## src/rtl/ym3438_slot_counter_ring.sv

```systemverilog
// ym3438_slot_counter_ring
// A bank of SLOTS independent WIDTH-bit counters. The counters live in a
// two-phase (c1/c2) shift ring, so only one adder is needed. Each counter
// reaches the ring head once every SLOTS c1/c2 pairs and is updated there.
// A slot index tracker reports which counter is currently at the head.
module ym3438_slot_counter_ring #(
  parameter int WIDTH    = 8,
  parameter int SLOTS    = 24,
  parameter bit SATURATE = 1'b0,
  parameter int IDX_W    = 5
) (
  input  logic             MCLK,
  input  logic             rst,
  input  logic             c1,
  input  logic             c2,
  input  logic             en,
  input  logic [WIDTH-1:0] step,
  input  logic             clr,
  input  logic             load,
  input  logic [WIDTH-1:0] load_val,
  input  logic             sync,
  output logic [WIDTH-1:0] val,
  output logic [IDX_W-1:0] slot,
  output logic             c_out
);

  localparam logic [IDX_W-1:0] LAST_SLOT = IDX_W'(SLOTS - 1);

  // Stage-1 words are captured on c1 and stage-2 words on c2. The last
  // stage-2 word is the ring head.
  logic [WIDTH-1:0] v1_q [SLOTS];
  logic [WIDTH-1:0] v1_d [SLOTS];
  logic [WIDTH-1:0] v2_q [SLOTS];
  logic [WIDTH-1:0] v2_d [SLOTS];
  logic [IDX_W-1:0] slot_q;
  logic [IDX_W-1:0] slot_d;

  logic [WIDTH:0]   sum;
  logic [WIDTH-1:0] nxt;

  assign val  = v2_q[SLOTS-1];
  assign slot = slot_q;

  // Compute the head slot's next value. Priority is clr, then load, then count.
  always_comb begin
    // NOTE: every signal written here gets a default first, so no path
    // leaves it unassigned and no latch is inferred.
    sum   = {1'b0, val} + {1'b0, step};
    c_out = en & ~clr & ~load & sum[WIDTH];
    nxt   = val;
    if (clr) begin
      nxt = '0;
    end else if (load) begin
      nxt = load_val;
    end else if (en) begin
      if (SATURATE && sum[WIDTH]) nxt = '1;
      else                        nxt = sum[WIDTH-1:0];
    end
  end

  // Next state of the ring and the slot index. Reset overrides both phases.
  // c1 and c2 on the same edge both use pre-edge values.
  always_comb begin
    v1_d   = v1_q;
    v2_d   = v2_q;
    slot_d = slot_q;
    if (rst) begin
      // NOTE: the ring storage is cleared word by word on reset because a
      // reset must zero every counter, not just the one at the head.
      for (int i = 0; i < SLOTS; i++) begin
        v1_d[i] = '0;
        v2_d[i] = '0;
      end
      slot_d = '0;
    end else begin
      if (c1) begin
        v1_d[0] = nxt;
        for (int i = 1; i < SLOTS; i++) v1_d[i] = v2_q[i-1];
      end
      if (c2) begin
        v2_d = v1_q;
        if (sync || slot_q == LAST_SLOT) slot_d = '0;
        else                             slot_d = slot_q + 1'b1;
      end
    end
  end

  // Register the ring and the slot index.
  always_ff @(posedge MCLK) begin
    // NOTE: sequential state uses non-blocking assignments so that every flop
    // samples pre-edge values regardless of statement order.
    v1_q   <= v1_d;
    v2_q   <= v2_d;
    slot_q <= slot_d;
  end

endmodule

```

## config.mk

```make
export PLATFORM = sky130hd
export DESIGN_NAME = ym3438_slot_counter_ring
export DESIGN_NICKNAME = d
export VERILOG_FILES = /design/src/rtl/ym3438_slot_counter_ring.sv
export SDC_FILE = /design/constraint.sdc
export NUM_CORES = 1
export LEC_CHECK = 0
export CORE_MARGIN = 5
export CORE_UTILIZATION = 40
export DETAILED_ROUTE_END_ITERATION = 12
export HOLD_SLACK_MARGIN = 0.08
export SLEW_MARGIN = 20
export SYNTH_ARGS = -nofsm -noshare
export SYNTH_HDL_FRONTEND = slang
export SYNTH_SLANG_ARGS = --single-unit
```

## constraint.sdc

```tcl
create_clock -name MCLK -period 2.6 [get_ports MCLK]
set_input_delay 0.52 -clock MCLK [delete_from_list [all_inputs] [get_ports MCLK]]
set_output_delay 0.52 -clock MCLK [all_outputs]
set_load 0.05 [all_outputs]
```

==> reports/results.ini <==
[synth]
synth_top_flop_cell=dfxtp_1
seq_area_frac_synth=0.548
yosysTopAreaCellShare=0.548
yosysUniqueCellTypes=43
synth_edf_count=0
ys_warn_count=0
synthArstFlopShare=0
ys_top_cells_by_area=dfxtp_1 (55%), mux2i_1 (27%), nor2_1 (10%)
synth.avg_cell_area_um2=10.5
synth_top_area_cell=dfxtp_1
synth-seq-cells=389
synth_area_um2=14200
syn_inst=1352
synthesis.nets=1386

[layout]
design_area_um2=16200
nNetsFinal=1398
area_growth_pct=14.3
final_cell_mix=dfxtp_1 (388), nor2_1 (386), mux2i_1 (379)
diodes=0
layout_commonest_cell=dfxtp_1
drive_above_1_share=0.0686

[power_and_ir_drop]
leakagePower_nw=7.12
ir_drop_uv=676
powerDensity_nw_per_um2=722

[timing]
finalClockSkew_ns=0.00780
fmax_mhz=359
relSlewSlack=0.467
timing.hold.ws_ns=0.476
min_period_ns=2.78
worstMarginPinSlew_ns=0.800
drv_slew=0
fin_ws_ns=-0.183
finalSetupViolCount=1
rsz0062_at_grt=true
fin_tns_setup_ns=-0.183
fin_crit_sh=1.07
hold_viol=0

[routing]
drtPass1Iterations=4
wirelength_mm=22.4
drt_iter0_markers=325
ant_nets=0
num_vias=8682
drc=0
routed_via_density=4.70
wl_per_cell_um=12.1

[global_routing]
grt_pass1_wl_mm=39.4
grt_max_degree=136
overflow=0
grt_pass1_vias=8627
grt.total_usage=0.115
antenna_found_initial=0

[worst_setup_path]
worstPathRequired_ns=2.08
cp.arrival_ns=2.26
crit_fanout=2
worst-setup-path-type=flop to output pin
worstSetupEndpointType=output pin
cp-start-kind=flop

[cts]
cts-root-buf=clkbuf_16
postCtsHoldBufs=0
cts_buffer_depth=3
cts-buffers-inserted=40
cts_tree=done
cts.reportedPaths.clkPinSlew_ns=0.05
ctsHtreeMaxLevel=2
clock_sinks=389
clk_latency_ns=0.51

[placed_design]
dp_slack_ns=-0.488
dpl-instance-area_um2=15000
io_buffer_count=37
globalplace.congestion=0.764
dp_hpwl_mm=12.6

[floorplanning]
start_util=0.402
core_area_um2=35300
num_io_pins=38
die_area_um2=39400
rows=69
die_h_um=198
die_x_um=198

[hold_path]
hold_path.class=primary input to flop

[run]
maxCapViolCount=0

[status]
status=finished with violations
violations=negative setup slack

-- power by group --
part,switching [W],internal [W],total (W)
Sequential,0.00000749,0.00597,0.00598
Clock,0.00211,0.00312,0.00523
Combinational,0.000304,0.000206,0.000510
-- logic make-up (layout without fill, tap and decap cells) --
| logic type | count (synthesis) | in the layout | synth area share |
|---|---|---|---|
| AO/OA/AOI/OAI | 37 | 37 | 0.0182 |
| XOR/XNOR | 6 | 6 | 0.00370 |
| adder cells (fa/ha/maj) | 10 | 10 | 0.00933 |
| buffers and inverters | 102 | 135 | 0.0337 |
| flip-flops | 389 | 389 | 0.548 |
| multiplexers | 379 | 379 | 0.267 |
| AND/OR/NAND/NOR | 429 | 429 | 0.120 |
-- registers in the layout, indices dropped and copies added (netlist names) --
signal / cells
val: 8
v1_q: 192
slot: 5
v2_q: 184
-- final cells by class --
| class | count | area (µm²) |
|---|---|---|
| sequential | 389 | 7790 |
| clock buffer | 59 | 1180 |
| fill | 3313 | 19100 |
| multi-input combinational | 861 | 5970 |
| clock inverter | 4 | 20.0 |
| inverter | 5 | 18.8 |
| timing repair buffer | 67 | 688 |
| tap | 461 | 577 |
-- metal layers --
metal	global-route usage	wire, µm	vias up
li1	-	-	4544
met1	0.148	10900	4031
met2	0.194	10400	74
met3	0.0244	644	33
met4	0.0372	462	0
met5	0	0	-
-- cell usage after synthesis (2+ instances only) --
library cell,count
mux2i_1,379
nand4_1,4
and3_1,2
ha_1,9
inv_1,4
clkbuf_1,42
a2bb2oi_1,2
a22oi_1,2
nand3_1,3
nor2b_1,7
xnor2_1,3
o21ai_1,5
dfxtp_1,389
a21oi_1,8
buf_4,11
xor2_1,3
o32ai_1,2
a21o_1,6
nor2_1,386
buf_2,44
o211ai_1,2
a211oi_1,2
nand2_1,12
nand2b_1,3
or4_1,2
nor3b_1,3
-- repair_timing --
action,CTS,global route
setup buffers,1,1
endpoints found under the hold margin,0,0
cloned,0,0
endpoints found under the setup margin,1,1
pin swaps,6,4
resized for setup,7,1
-- worst paths after layout --
path                            cells past startpoint    start  slack [ns]   endpoint
worst max-delay path                                7   val[0]       -0.18      c_out
worst max register to register                      8   val[0]        0.43  v1_q[188]
worst min register to register                      2  v1_q[5]        0.49     val[5]
worst min-delay path                                3       c2        0.48   v2_q[89]
-- worst max-delay path, stage by stage (launching register included) --
cell and delay, ns:
dfxtp_2 0.33, ha_4 0.16, fa_2 0.34, a21o_1 0.21, a221o_1 0.34, a21oi_2 0.17
o21ai_2 0.07, buf_6 0.15
-- per-stage QoR --
step / std cells / utilization / power [W]
2_1_floorplan: 1352 / - / 0.00650
3_3_place_gp: 1781 / 0.425 / 0.00663
3_5_place_dp: 1781 / 0.425 / 0.00663
4_1_cts: 1845 / 0.460 / 0.0120
5_1_grt: 1846 / 0.460 / 0.0122
6_report: 1846 / 0.460 / 0.0117
Note: power is estimated with default switching activity, not from simulation.
